## config.mk

```make
export PLATFORM = sky130hd
export DESIGN_NAME = rpi_reg_rx
export DESIGN_NICKNAME = d
export VERILOG_FILES = /design/src/rtl/rpi_reg_rx.sv
export SDC_FILE = /design/constraint.sdc
export NUM_CORES = 1
export LEC_CHECK = 0
export CORE_MARGIN = 2
export CORE_UTILIZATION = 30
export CTS_CLUSTER_SIZE = 14
export DETAILED_ROUTE_END_ITERATION = 7
export SETUP_SLACK_MARGIN = 0.02
export SLEW_MARGIN = 20
export SYNTH_ARGS = -nofsm -noshare
export SYNTH_HDL_FRONTEND = slang
export SYNTH_SLANG_ARGS = --single-unit
```

## constraint.sdc

```tcl
create_clock -name clk -period 4.45 [get_ports clk]
set_clock_uncertainty 0.1 [all_clocks]
set_input_delay 0.445 -clock clk [delete_from_list [all_inputs] [get_ports clk]]
set_output_delay 0.445 -clock clk [all_outputs]
set_load 0.005 [all_outputs]
```

## src/rtl/rpi_reg_rx.sv

```systemverilog
// RPi-to-TI half of the TIPI register interface: synchronizes the RPi serial
// link into the RD/RC byte registers and presents them on the TI data bus.
module rpi_reg_rx #(
  parameter int          SYNC_STAGES = 2,
  parameter logic [15:0] RD_ADDR     = 16'h5ffb,
  parameter logic [15:0] RC_ADDR     = 16'h5ff9
) (
  input  logic        clk,
  input  logic        rst_n,
  input  logic        rpi_dclk,
  input  logic        rpi_cclk,
  input  logic        rpi_sdata,
  input  logic        rpi_le,
  input  logic [0:15] ti_a,
  input  logic        ti_memen,
  input  logic        ti_dbin,
  input  logic        crubit_q,
  output logic [7:0]  rd,
  output logic [7:0]  rc,
  output logic [0:7]  dbus_q,
  output logic        dbus_oe_n,
  output logic        rd_fresh,
  output logic        frame_err
);

  localparam int NSYNC = 5;

  logic             rd_sel_s;
  logic             rc_sel_s;
  logic [NSYNC-1:0] async_in_s;
  logic [NSYNC-1:0] synced_s;
  logic [NSYNC-1:0] sync_r [SYNC_STAGES];
  logic [3:0]       edge_now_s;
  logic [3:0]       prev_r;
  logic [3:0]       rise_s;
  logic             dclk_rise_r;
  logic             cclk_rise_r;
  logic             le_rise_r;
  logic             sdata_r;
  logic [7:0]       dsr_r;
  logic [7:0]       csr_r;
  logic [3:0]       dcnt_r;
  logic [3:0]       ccnt_r;
  logic [7:0]       rd_r;
  logic [7:0]       rc_r;
  logic             rd_fresh_r;
  logic             frame_err_r;
  logic             bad_d_s;
  logic             bad_c_s;

  function automatic logic [3:0] sat_inc(input logic [3:0] v);
    sat_inc = (v == 4'd15) ? 4'd15 : v + 4'd1;
  endfunction

  assign rd_sel_s = crubit_q & ~ti_memen & ti_dbin & (ti_a == RD_ADDR);
  assign rc_sel_s = crubit_q & ~ti_memen & ti_dbin & (ti_a == RC_ADDR);

  // Bit order of every synchronizer word: {rd_sel, le, sdata, cclk, dclk}.
  assign async_in_s = {rd_sel_s, rpi_le, rpi_sdata, rpi_cclk, rpi_dclk};
  assign synced_s   = sync_r[SYNC_STAGES-1];
  assign edge_now_s = {synced_s[4], synced_s[3], synced_s[1], synced_s[0]};
  assign rise_s     = edge_now_s & ~prev_r;

  assign bad_d_s = (dcnt_r != 4'd0) && (dcnt_r != 4'd8);
  assign bad_c_s = (ccnt_r != 4'd0) && (ccnt_r != 4'd8);

  // Synchronizer chains and edge-detect history
  always_ff @(posedge clk or negedge rst_n) begin
    if (!rst_n) begin
      for (int i = 0; i < SYNC_STAGES; i++) sync_r[i] <= '0;
      prev_r <= 4'd0;
    end else begin
      sync_r[0] <= async_in_s;
      for (int i = 1; i < SYNC_STAGES; i++) sync_r[i] <= sync_r[i-1];
      prev_r <= edge_now_s;
    end
  end

  // Edge pulses are registered once more, sdata alongside, so it stays aligned
  always_ff @(posedge clk or negedge rst_n) begin
    if (!rst_n) begin
      dclk_rise_r <= 1'b0;
      cclk_rise_r <= 1'b0;
      le_rise_r   <= 1'b0;
      sdata_r     <= 1'b0;
    end else begin
      dclk_rise_r <= rise_s[0];
      cclk_rise_r <= rise_s[1];
      le_rise_r   <= rise_s[2];
      sdata_r     <= synced_s[2];
    end
  end

  // Shift/count, or commit; a shift edge coinciding with commit is dropped
  always_ff @(posedge clk or negedge rst_n) begin
    if (!rst_n) begin
      dsr_r       <= 8'h00;
      csr_r       <= 8'h00;
      dcnt_r      <= 4'd0;
      ccnt_r      <= 4'd0;
      rd_r        <= 8'h00;
      rc_r        <= 8'h00;
      frame_err_r <= 1'b0;
    end else if (le_rise_r) begin
      if (dcnt_r == 4'd8) rd_r <= dsr_r;
      if (ccnt_r == 4'd8) rc_r <= csr_r;
      if (bad_d_s || bad_c_s) frame_err_r <= 1'b1;
      dcnt_r <= 4'd0;
      ccnt_r <= 4'd0;
    end else begin
      if (dclk_rise_r) begin
        dsr_r  <= {dsr_r[6:0], sdata_r};
        dcnt_r <= sat_inc(dcnt_r);
      end
      if (cclk_rise_r) begin
        csr_r  <= {csr_r[6:0], sdata_r};
        ccnt_r <= sat_inc(ccnt_r);
      end
    end
  end

  // Fresh flag: a landing RD commit takes priority over a TI read clearing it
  always_ff @(posedge clk or negedge rst_n) begin
    if (!rst_n) begin
      rd_fresh_r <= 1'b0;
    end else if (le_rise_r && (dcnt_r == 4'd8)) begin
      rd_fresh_r <= 1'b1;
    end else if (rise_s[3]) begin
      rd_fresh_r <= 1'b0;
    end
  end

  // TI read mux; the TI bus is asynchronous so this path is combinational
  always_comb begin
    dbus_oe_n = 1'b1;
    dbus_q    = 8'h00;
    if (rd_sel_s) begin
      dbus_oe_n = 1'b0;
      dbus_q    = rd_r;
    end else if (rc_sel_s) begin
      dbus_oe_n = 1'b0;
      dbus_q    = rc_r;
    end else begin
      dbus_oe_n = 1'b1;
      dbus_q    = 8'h00;
    end
  end

  assign rd        = rd_r;
  assign rc        = rc_r;
  assign rd_fresh  = rd_fresh_r;
  assign frame_err = frame_err_r;

endmodule

```

* Yosys cells after proc, flatten, opt, wreduce, memory -nomap -nowiden
Index checks and enable logic that the tools add are counted.
Widths: inputs -> output; s select.
** Storage, ports and cells
- Memories kept :: 0
- Output and inout port bits :: 27
- Latch bits :: 0
- Flip-flop bits (word level) :: 60
- Bits in read-only memories :: 0
- Memory bits (writable) :: 0
- Logic and storage cells :: 59
- Input bits :: 25
** Operators by class
- Reductions and logical operators :: 14
- Mux-type cells :: 12
- Bitwise gates (word level) :: 8
- $add $sub $neg :: 2
- Equal/unequal tests :: 8
- Div/mod/pow operators :: 0
- Order comparisons :: 0
- Multipliers :: 0
- Shift-type cells :: 0
** Operators with widths (count)
- $eq 16x15->1 const B :: 2
- $mux 4 :: 6
- $eq 4x4->1 const B :: 4
- $mux 8 :: 2
- $reduce_and 2->1 :: 5
- $add 4x1->4 const B :: 2
- $ne 4x4->1 const B :: 2
- $reduce_bool 4->1 :: 2
- $reduce_bool 2->1 :: 3
- $and 1x1->1 :: 4
- $and 4x4->4 :: 1
- $mux 1 :: 4
- $not 4->4 :: 1
- $logic_and 1x1->1 :: 3
- $not 1->1 :: 2
- $logic_or 1x1->1 :: 1

* Longest topological paths before layout
- Word-level depth :: 6
- Depth in mapped cells :: 5
- Mapped depth without buffers :: 5

* Worst setup path after synthesis
Ideal clock, no wire load.
- Path kind :: in2out
- Start point :: input port crubit_q
- End point :: output port dbus_oe_n
- Path buffers :: 1
- Stages :: 4
- Arrival time :: 1.315 ns
- Data required time :: 3.905 ns
- Path slack :: 2.590 ns
- Cell sequence :: inv_1 -> or4_4 -> buf_6 -> or2_1
** On the way
- Longest elaborated chain between the ends :: 5
- Elaborated cells between the ends (all ways) :: 6
- Those cells by class :: 2 x mux; 4 x bitwise
** RTL lines
- start, declared :: RTL line 17 : input logic crubit_q,
- $and 1x1->1 * (2 in series) :: RTL line 55, 56
- $and 1x1->1 :: RTL line 56 : assign rc_sel_s = crubit_q & ~ti_memen & ti_dbin & (ti_a == RC_ADDR);
- $mux 1 :: RTL line 140 : end else if (rc_sel_s) begin
- $mux 1 * :: RTL line 137 : if (rd_sel_s) begin
- end, declared :: RTL line 21 : output logic dbus_oe_n,
Mark *: on every way between the ends. The rest lies on a longest branch, timed or not.

* Final worst setup path
- Start point :: input port ti_a[1] (netlist name)
- End point :: output port dbus_q[1] (netlist name)
** On the way
- Longest elaborated chain between the ends :: 4
- Elaborated cells between the ends (all ways) :: 6
- Those cells by class :: 2 x eq/ne; 2 x mux; 2 x bitwise
** RTL lines
- start, declared :: RTL line 14 : input logic [0:15] ti_a,
- $eq 16x15->1 :: RTL line 56
- $and 1x1->1 :: RTL line 56
- $mux 8 :: RTL line 140
- $mux 8 * :: RTL line 137
- end, declared :: RTL line 20 : output logic [0:7] dbus_q,
Marks and branches as above.

==> metrics.txt <==
# TYPE chip_impl_metric gauge
chip_impl_metric{name="worst-endpoint-arrival",unit="ns"} 2.58
chip_impl_metric{name="setup-violations-final",unit=""} 0
chip_impl_metric{name="numClockSinks",unit=""} 60
chip_impl_metric{name="cp_max_fo",unit=""} 10
chip_impl_metric{name="syn_to_final_growth",unit="%"} 33.6
chip_impl_metric{name="finalHoldViolCount",unit=""} 0
chip_impl_metric{name="fmax",unit="MHz"} 320
chip_impl_metric{name="antenna_cells_inserted",unit=""} 0
chip_impl_metric{name="initial_utilization",unit="%"} 30.8
chip_impl_metric{name="critical-path-max-stage-delay",unit="ns"} 0.54
chip_impl_metric{name="rows",unit=""} 32
chip_impl_metric{name="synthCells",unit=""} 171
chip_impl_metric{name="worstPathRequired",unit="ns"} 3.90
chip_impl_metric{name="floorplan.die_area",unit="um^2"} 8670
chip_impl_metric{name="drive_above_1_share",unit="%"} 21.6
chip_impl_info{name="path_common_cell",value="sky130_fd_sc_hd__clkdlybuf4s50_1"} 1
chip_impl_info{name="synthDominantAreaCellType",value="sky130_fd_sc_hd__dfrtp_1"} 1
chip_impl_metric{name="detail-route-antenna-nets",unit=""} 0
chip_impl_metric{name="globalRoute.totalOverflow",unit=""} 0
chip_impl_metric{name="setup_tns",unit="ns"} 0
chip_impl_metric{name="p_per_area",unit="nW/um^2"} 407
chip_impl_metric{name="place.port_buffers",unit=""} 51
chip_impl_metric{name="detailed_place_hpwl",unit="mm"} 2.95
chip_impl_metric{name="total_routed_length",unit="mm"} 4.39
chip_impl_metric{name="dieWidth",unit="um"} 93.1
chip_impl_metric{name="ir_worst_vdd",unit="mV"} 0.242
chip_impl_metric{name="grt_start_max_net_pins",unit=""} 61
chip_impl_info{name="slowest_stage",value="sky130_fd_sc_hd__clkdlybuf4s50_1"} 1
chip_impl_metric{name="wl_per_cell",unit="um"} 13.1
chip_impl_metric{name="yosys.area.top_type_share",unit="%"} 63.0
chip_impl_metric{name="max_cap_violations",unit=""} 0
chip_impl_info{name="cp-startpoint",value="ti_a[1]"} 1
chip_impl_metric{name="postCtsHoldBufs",unit=""} 0
chip_impl_info{name="synth_top_flop_cell",value="sky130_fd_sc_hd__dfrtp_1"} 1
chip_impl_metric{name="numPlacedInstances",unit=""} 320
chip_impl_metric{name="fraction_of_synthesis_flops_using_an_asynchronous_set_or_reset_pin",unit="%"} 100
chip_impl_metric{name="floorplan.io_pins",unit=""} 52
chip_impl_info{name="timing.critical_path.to_type",value="primary output"} 1
chip_impl_metric{name="cts_resized",unit=""} 0
chip_impl_metric{name="ys_ff_latch",unit=""} 60
chip_impl_metric{name="syn-num-nets",unit=""} 200
chip_impl_metric{name="finalMaxSlewViolations",unit=""} 0
chip_impl_info{name="rsz0062_at_grt",value="false"} 1
chip_impl_metric{name="drc",unit=""} 0
chip_impl_info{name="crit_type",value="primary input to primary output"} 1
chip_impl_metric{name="cts.htree.levels",unit=""} 3
chip_impl_info{name="timing.critical_path.cells",value="clkdlybuf4s50_1 > nor4bb_1 > nand4_1 > nor3_1 > clkdlybuf4s50_1"} 1
chip_impl_info{name="setup.worst_path.start_class",value="primary input"} 1
chip_impl_metric{name="synth.avg_cell_area",unit="um^2"} 13.9
chip_impl_metric{name="slew-limit-headroom",unit="%"} 46.6
chip_impl_metric{name="globalRouteTotalUtil",unit="%"} 11.3
chip_impl_info{name="tritoncts",value="yes"} 1
chip_impl_metric{name="power.static_leakage",unit="nW"} 1.40
chip_impl_metric{name="critical_path.n_buffers_inverters",unit=""} 2
chip_impl_metric{name="path_clk_slew",unit="ns"} 0.06
chip_impl_metric{name="min_period_over_period",unit="%"} 70.3
chip_impl_metric{name="timing.final.crit_period",unit="ns"} 3.13
chip_impl_metric{name="worst_skew_pair.late_latency",unit="ns"} 0.32
chip_impl_info{name="cp_delay_by_family_top",value="simple AND/OR/NAND/NOR gates"} 1
chip_impl_info{name="ctsRootBufferMaster",value="sky130_fd_sc_hd__clkbuf_8"} 1
chip_impl_metric{name="gp_congestion",unit=""} 0.717
chip_impl_metric{name="tightest_slew",unit="ns"} 0.800
chip_impl_metric{name="grt_pass1_wl",unit="mm"} 7.53
chip_impl_info{name="status",value="finished clean"} 1
chip_impl_metric{name="initial_antenna_violation_count",unit=""} 0
chip_impl_metric{name="average_vias_per_placed_instance",unit=""} 4.51
chip_impl_metric{name="syn-cell-area",unit="um^2"} 2380
chip_impl_metric{name="hold_slack",unit="ns"} 0.167
chip_impl_metric{name="vias",unit=""} 1507
chip_impl_metric{name="drt_first_pass_iters",unit=""} 4
chip_impl_metric{name="cts_buffer_depth",unit=""} 2
chip_impl_metric{name="number_of_standard_cells_in_the_final_layout_excluding_fillers",unit=""} 334
chip_impl_info{name="yosys.cell_count.top_type",value="sky130_fd_sc_hd__dfrtp_1"} 1
chip_impl_metric{name="die_y",unit="um"} 93.1
chip_impl_info{name="worstHoldPathType",value="primary input to asynchronous set/reset pin"} 1
chip_impl_metric{name="part_of_the_yosys_area_used_for_sequential_elements",unit="%"} 63.0
chip_impl_metric{name="cts_setup_buffers",unit=""} 0
chip_impl_metric{name="drt_iter0_markers",unit=""} 18
chip_impl_info{name="netlist_top_cells_count",value="sky130_fd_sc_hd__dfrtp_1 (60), sky130_fd_sc_hd__mux2_2 (32), sky130_fd_sc_hd__nor3_1 (13), sky130_fd_sc_hd__inv_1 (11), sky130_fd_sc_hd__mux2i_1 (8)"} 1
chip_impl_info{name="netlist_top_cells_area",value="sky130_fd_sc_hd__dfrtp_1 (63%), sky130_fd_sc_hd__mux2_2 (15%), sky130_fd_sc_hd__mux2i_1 (3.4%), sky130_fd_sc_hd__nor3_1 (2.7%), sky130_fd_sc_hd__ha_1 (2.1%)"} 1
chip_impl_metric{name="coreArea",unit="um^2"} 7730
chip_impl_info{name="worst_r2r_startpoint",value="le_rise_r"} 1
chip_impl_metric{name="numCtsBuffers",unit=""} 9
chip_impl_metric{name="synth-edff-count",unit=""} 0
chip_impl_metric{name="synthDistinctLibCells",unit=""} 27
chip_impl_metric{name="synth_warn",unit=""} 0
chip_impl_metric{name="final_net_count",unit=""} 258
chip_impl_metric{name="first_global_vias",unit=""} 1523
==> per-stage QoR <==
| stage | power [mW] | setup slack (ns) | util, % | instance area, um^2 |
|---|---|---|---|---|
| 3_5_place_dp | 0.838 | 1.30 | 38.7 | 2990 |
| 6_report | 1.30 | 1.32 | 41.2 | 3180 |
| 3_3_place_gp | 0.831 | 1.40 | 38.7 | 2990 |
| 5_1_grt | 1.37 | 1.12 | 41.2 | 3180 |
| 4_1_cts | 1.32 | 1.31 | 41.2 | 3180 |
| 2_1_floorplan | 0.768 | 2.59 | - | 2380 |
==> kinds of logic after synthesis <==
family	synth area share, %
flops	63.0
mux	18.5
simple gates	9.97
buf+inv	2.99
compound gates	3.46
fa+ha+maj	2.10
==> flip-flops by register name, indices dropped and copies added (netlist names) <==
signal / flops
rc: 8
prev_r: 4
cclk_rise_r: 1
sdata_r: 1
rd: 8
synced_s: 5
sync_r: 5
ccnt_r: 4
dsr_r: 8
dcnt_r: 4
le_rise_r: 1
frame_err: 1
rd_fresh: 1
csr_r: 8
dclk_rise_r: 1
==> power by group <==
group          internal [mW]  total [mW]  switching, mW  leakage [nW]
combinational         0.0928       0.142         0.0491         0.537
clock                  0.282       0.471          0.189        0.0983
sequential             0.626       0.684         0.0576         0.765
total                   1.00        1.30          0.296          1.40
==> final timing paths <==
check,endpoint,slack (ns),cells after the start
max in group asynchronous,synced_s[0],3.60,2
min in group clk,sdata_r,0.24,0
setup reg to reg,dsr_r[1],2.59,2
hold / removal,rd[1],0.17,2
hold reg to reg,sdata_r,0.24,0
setup / recovery,dbus_q[1],1.32,5
==> layout by cell type (no fill, tap or decap), types with 3 or more instances in the layout <==
cell and n:
sky130_fd_sc_hd__inv_1 11, sky130_fd_sc_hd__clkbuf_8 11, sky130_fd_sc_hd__nor2b_1 7, sky130_fd_sc_hd__dfrtp_1 60, sky130_fd_sc_hd__nand2_1 3, sky130_fd_sc_hd__nor3_1 13, sky130_fd_sc_hd__mux2i_1 8, sky130_fd_sc_hd__ha_1 4
sky130_fd_sc_hd__nand4_1 4, sky130_fd_sc_hd__clkdlybuf4s50_1 50, sky130_fd_sc_hd__mux2_2 32
==> worst register-to-register path: cells and delay by family, from the launching register on <==
family	cells	cell delay, ns
DFF	1	0.53
and+or+nand+nor	1	0.70
muxes	1	0.42
==> final cells by class <==
cell class                      count  area [um^2]
Clock inverter                      2         35.0
Tap cell                          102          128
Inverter                           11         41.3
Multi-Input combinational cell     95          811
Fill cell                         755         4540
Timing Repair Buffer               52          513
Clock buffer                       12          155
Sequential cell                    60         1500
==> layer usage <==
layer	GRT usage, %	vias up	part of all wire (%)
li1	-	721	-
met3	5.16	2	7.7
met2	16.5	50	43
met1	14.8	734	48
met5	0	-	0
met4	4.04	0	0.46
Power figures use the tool's default switching activity.
==> patch 1 (same flow settings) <==
One comparison of `dcnt_r` changes from == to >=.
--- a/src/rtl/rpi_reg_rx.sv
+++ b/src/rtl/rpi_reg_rx.sv
@@ -102,7 +102,7 @@
       rc_r        <= 8'h00;
       frame_err_r <= 1'b0;
     end else if (le_rise_r) begin
-      if (dcnt_r == 4'd8) rd_r <= dsr_r;
+      if (dcnt_r >= 4'd8) rd_r <= dsr_r;
       if (ccnt_r == 4'd8) rc_r <= csr_r;
       if (bad_d_s || bad_c_s) frame_err_r <= 1'b1;
       dcnt_r <= 4'd0;
Behaviour: same outputs for any inputs over 10 cycles, from zero or initial values and one cycle with rst_n low; that may be too few to reach the edited logic, so the function may still have changed.
==> patch 1 against the original RTL <==
Setup slack improved by 0.46 ns. Fmax increased by 17%. First-iteration DRC count increased to 3.3 times the old value. Wire length increased by 5.2%. Cell count increased by 0.60%. Core utilization decreased by 0.21 points. Synthesized area increased by 1.0%. Worst hold slack got worse by 0.0023 ns. Total power decreased by 4.0%. Final area unchanged. Critical endpoint unchanged. Largest power group unchanged. Sequential cell count unchanged. Sequential power increased by 0.7%.
==> patch 1: results (changes against the original RTL) <==
Clock tree
  • CTS buffer count: 9 (unchanged)
  • Latest clock arrival within the worst-skew pair: 0.32 ns (about the same)
  • Clock transition at path regs: 0.06 ns (about the same)
  • Clk buf depth: 2 (unchanged)
  • CTS resizes: 0 (unchanged)
  • Setup Buffers After CTS: 0 (unchanged)
  • Clock Root Buffer: clkbuf_8 (unchanged)
  • H-tree depth: 3 (unchanged)

GRT
  • Number of global-route vias before repair: 1622 (was 1523)
  • First-pass GRT wire length: 7.97 mm (was 7.53 mm)
  • All-Layer GR Usage: 0.118 (was 0.113)
  • Initial antenna violation count: 0 (unchanged)
  • Largest net degree at the start of global routing: 61 (unchanged)

Place
  • IO buf count: 51 (unchanged)
  • Placer Congestion: 0.753 (was 0.717)
  • Pre-CTS setup slack: 1.76 ns (was 1.30 ns)
  • Hpwl dp: 3.40 mm (was 2.95 mm)

Hold path
  • Hold/Removal Path Class: primary input to async pin (unchanged)

Critical path
  • FF-to-FF path depth: 2 (unchanged)
  • Data arrival time of the worst path: 2.12 ns (was 2.58 ns)
  • Critical path endpoint: dbus_q[1] (unchanged)
  • Worst Path Max Fanout: 10 (unchanged)
  • Worst reg-to-reg setup slack: 2.64 ns (was 2.59 ns)
  • RR Startpoint: le_rise_r (unchanged)
  • CP startpoint: ti_a[10] (was ti_a[1])
  • RR Endpoint: dsr_r[6] (was dsr_r[1])

Pwr
  • Net load switching power: 301 uW (was 296 uW)
  • Peak VDD IR: 0.319 mV (was 0.242 mV)
  • Leak pwr: 0.00140 uW (about the same)

Timing
  • Worst Slack Setup Final: 1.78 ns (was 1.32 ns)
  • Max-slew headroom at the worst pin: 0.513 (was 0.466)
  • Final hold viol count: 0 (unchanged)

Yosys
  • Synth cell count leaders: dfrtp_1, mux2_2, nor3_1 (was dfrtp_1, mux2_2, nor3_1, inv_1, mux2i_1)
  • Register area share after synthesis: 0.623 (was 0.630)
  • Top post-synthesis cells by area: dfrtp_1, mux2_2, mux2_1, mux2i_1, nor3_1 (was dfrtp_1, mux2_2, mux2i_1, nor3_1, ha_1)
  • Synth cell types: 32 (was 27)
  • Async set-reset flop share out of synthesis: 1.00 (unchanged)
  • Synth Warn #: 0 (unchanged)
  • Mapped Nets: 199 (was 200)

Finish
  • Nets: 258 (unchanged)
  • Share of cells above drive strength 1: 0.188 (was 0.216)
  • Inserted Diodes: 0 (unchanged)

Detailed routing
  • Vias post-DR: 1522 (was 1507)
  • Post-DR wirelength/cell: 13.8 um (was 13.1 um)
  • Pre-antenna DRT Iters: 4 (unchanged)
  • DRT iter0 DRCs: 60 (was 18)

Status
  • Status: completed (unchanged)
## patch 1: per-layer routing
layer | global-route usage | wire, um | up-vias
li1 | - | - | 735
met1 | 0.162 | 2250 | 748
met2 | 0.174 | 2140 | 28
met3 | 0.0242 | 131 | 11
met4 | 0.0688 | 97 | 0
met5 | 0 | 0 | -
## patch 1: layout make-up
type | count | area (um^2)
fillers | 747 | 4580
flip-flops and latches | 60 | 1500
multi-input cells | 98 | 850
repair buffers | 52 | 513
clock buffers | 14 | 153
well taps | 102 | 128
inverters | 8 | 30.0
clock inverters | 2 | 10.0
## patch 1: cells by family after synthesis
group,Yosys count,synth area share
flops,60,0.623
simple gates,41,0.114
mux,40,0.183
compound gates,13,0.0353
buf+inv,12,0.0239
fa+ha+maj,4,0.0208
## patch 1: worst min path at each step
stage,start,endpoint,slack [ns],cells past startpoint
finish,rst_n,sync_r[5],0.16,2
global route,rst_n,sync_r[6],0.23,2
CTS,rst_n,sync_r[5],0.20,2
detailed placement,sync_r[6],synced_s[1],0.24,0
global placement,synced_s[2],sdata_r,0.23,0
floorplan,rst_n,cclk_rise_r,0.05,0
## patch 1: per-stage QoR
stage	instances	utilization	area, um^2
floorplan	170	-	2410
global placement	320	0.389	3020
detailed placement	320	0.389	3020
CTS	336	0.410	3180
global route	336	0.410	3180
finish	336	0.410	3180
## patch 1: worst max-delay path, stage by stage
cell and delay (ns):
clkdlybuf4s50_1 0.46, and4_1 0.25, nand4_4 0.20, nor3_1 0.22, clkdlybuf4s50_1 0.56
## patch 1: power by group through the flow
stage	sequential [uW]	combinational, uW	clock [uW]
floorplan	678	98.6	0
global placement	700	150	0
detailed placement	700	154	0
CTS	690	155	419
global route	703	170	442
finish	689	151	405
==> patch 2 (same flow settings) <==
Without the edit above. Change the parameter `SYNC_STAGES` from 2 to 4.
--- a/src/rtl/rpi_reg_rx.sv
+++ b/src/rtl/rpi_reg_rx.sv
@@ -1,7 +1,7 @@
 // RPi-to-TI half of the TIPI register interface: synchronizes the RPi serial
 // link into the RD/RC byte registers and presents them on the TI data bus.
 module rpi_reg_rx #(
-  parameter int          SYNC_STAGES = 2,
+  parameter int          SYNC_STAGES = 4,
   parameter logic [15:0] RD_ADDR     = 16'h5ffb,
   parameter logic [15:0] RC_ADDR     = 16'h5ff9
 ) (
Check against the original RTL: not equivalent (Yosys sat finds a counterexample within 10 cycles, from zero or initial values and one cycle with rst_n low).
==> patch 2 against the original RTL <==
Core utilization is 1.4 points lower. Sequential cell count is 10 higher. Final area is 8.0% higher. Setup slack better by 0.16 ns. Die area is 10% higher. Synthesized area is 11% higher. Wire length is 3.6% higher. Synthesized cell count is 6.4% higher. Critical path type unchanged. Total power is 6.0% higher.
==> patch 2: results (changes against the original RTL) <==
GRT
  • Initial antenna violation count: 0 (unchanged)
  • All-Layer GR Usage: 0.108 (was 0.113)
  • Number of global-route vias before repair: 1705 (was 1523)
  • Largest net degree at the start of global routing: 39 (was 61)
  • First-pass GRT wire length: 8.18 mm (was 7.53 mm)

Clock tree
  • CTS buffer count: 9 (unchanged)
  • H-tree depth: 3 (unchanged)
  • Clock transition at path regs: 0.07 ns
  • Latest clock arrival within the worst-skew pair: 0.34 ns (was 0.32 ns)
  • CTS resizes: 0 (unchanged)
  • Setup Buffers After CTS: 0 (unchanged)
  • Clock Root Buffer: clkbuf_8 (unchanged)
  • Clk buf depth: 2 (unchanged)

Hold path
  • Hold/Removal Path Class: primary input to async pin (unchanged)

Place
  • Area of placed instances: 0.00326 mm^2 (was 0.00299 mm^2)
  • Placer Congestion: 0.728 (was 0.717)
  • Cells after DPL: 337 (was 320)
  • Hpwl dp: 3.28 mm (was 2.95 mm)
  • Pre-CTS setup slack: 1.46 ns (was 1.30 ns)
  • IO buf count: 51 (unchanged)

Yosys
  • Synth cell count leaders: dfrtp_1, mux2_2, nor3_1, inv_1, mux2i_1 (unchanged)
  • Top post-synthesis cells by area: dfrtp_1, mux2_2, mux2i_1, nor3_1, ha_1 (unchanged)
  • Mapped Nets: 211 (was 200)
  • Synth Warn #: 0 (unchanged)
  • Async set-reset flop share out of synthesis: 1.00 (unchanged)
  • Synth cell types: 26 (was 27)
  • Register area share after synthesis: 0.664 (was 0.630)
  • Syn Inst Count: 182 (was 171)

Detailed routing
  • Post-DR wirelength/cell: 12.9 um (was 13.1 um)
  • Pre-antenna DRT Iters: 3 (was 4)
  • DRT iter0 DRCs: 27 (was 18)
  • Top sig layer: met4 (unchanged)
  • Met3 wire length: 174 um (was 336 um)
  • Met2 WL: 2.17 mm (was 1.91 mm)
  • Vias per cell: 4.56 (was 4.51)
  • M1 WL: 2.12 mm (was 2.13 mm)

Finish
  • Max reg flops: 15
  • Nets: 269 (was 258)
  • Share of cells above drive strength 1: 0.213 (was 0.216)
  • Final cell count without fillers: 352 (was 334)
  • Largest Register: sync_r
  • Inserted Diodes: 0 (unchanged)

Timing
  • Worst-margin pin slew: 0.844 ns (was 0.800 ns)

Critical path
  • Slowest CP cell: clkdlybuf4s50_1 (unchanged)
  • Data arrival time of the worst path: 2.42 ns (was 2.58 ns)
  • Slowest cell delay on critical path: 0.53 ns
  • Worst Path Max Fanout: 10 (unchanged)
  • Largest delay share family, worst path: buffers and inverters (was simple AND/OR/NAND/NOR gates)

Pwr
  • Peak VDD IR: 0.212 mV (was 0.242 mV)
  • Leak pwr: 0.00151 uW (was 0.00140 uW)

Status
  • Status: completed (unchanged)
## patch 2: changes by cell type after synthesis
| cell | unedited run | this run |
|---|---|---|
| a211oi_1 | 2 | 3 |
| a311oi_1 | 2 | 1 |
| a31oi_1 | 2 | 3 |
| and4_1 | 2 | 0 |
| and4b_1 | 1 | 3 |
| dfrtp_1 | 60 | 70 |
| inv_1 | 11 | 10 |
| nand2_1 | 3 | 4 |
| nand3_1 | 2 | 1 |
| nor2_1 | 2 | 3 |
| nor3_1 | 13 | 14 |
| o21bai_1 | 2 | 1 |
## patch 2: final cells by class
class / count / area (um^2)
multi-input combinational: 97 / 818
inverter: 10 / 37.5
tap: 108 / 135
fill: 814 / 5200
sequential: 70 / 1750
timing repair buffer: 52 / 513
clock buffer: 11 / 151
clock inverter: 4 / 32.5
## patch 2: through the flow
stage           util  hold slack (ns)
4_1_cts        0.398            0.118
5_1_grt        0.398            0.171
2_1_floorplan      -           0.0494
6_report       0.398            0.100
3_5_place_dp   0.377            0.235
3_3_place_gp   0.377            0.232
## patch 2: worst paths after layout
kind / slack, ns / startpoint / cells after the start / end
worst max register to register: 2.66 / le_rise_r / 2 / dsr_r[5]
worst min register to register: 0.25 / sync_r[18] / 0 / sync_r[13]
worst min-delay path: 0.10 / rst_n / 1 / dsr_r[1]
min in group clk: 0.25 / sync_r[18] / 0 / sync_r[13]
worst max-delay path: 1.48 / ti_a[1] / 5 / dbus_q[1]
max in group asynchronous: 3.21 / rst_n / 2 / csr_r[5]
## patch 2: power by group
| part | switching (uW) | total [uW] | leakage, uW | internal, uW |
|---|---|---|---|---|
| registers | 57.1 | 776 | 0.000887 | 718 |
| logic | 50.6 | 143 | 0.000540 | 91.9 |
| clock network | 226 | 457 | 0.0000876 | 231 |
| total | 333 | 1370 | 0.00151 | 1040 |
## patch 2: logic make-up (layout without fill, tap and decap cells)
logic type | Yosys count | after routing | synth area share
buffers and inverters | 15 | 77 | 0.0256
and+or+nand+nor | 41 | 41 | 0.0939
DFF | 70 | 70 | 0.664
adders and majority gates | 4 | 4 | 0.0190
AOI/OAI and AO/OA | 12 | 12 | 0.0304
muxes | 40 | 40 | 0.167
## patch 2: per-layer routing
| layer | global-route usage | vias up |
|---|---|---|
| met4 | 0.0417 | 0 |
| li1 | - | 762 |
| met5 | 0 | - |
| met2 | 0.166 | 28 |
| met3 | 0.0379 | 9 |
| met1 | 0.143 | 806 |
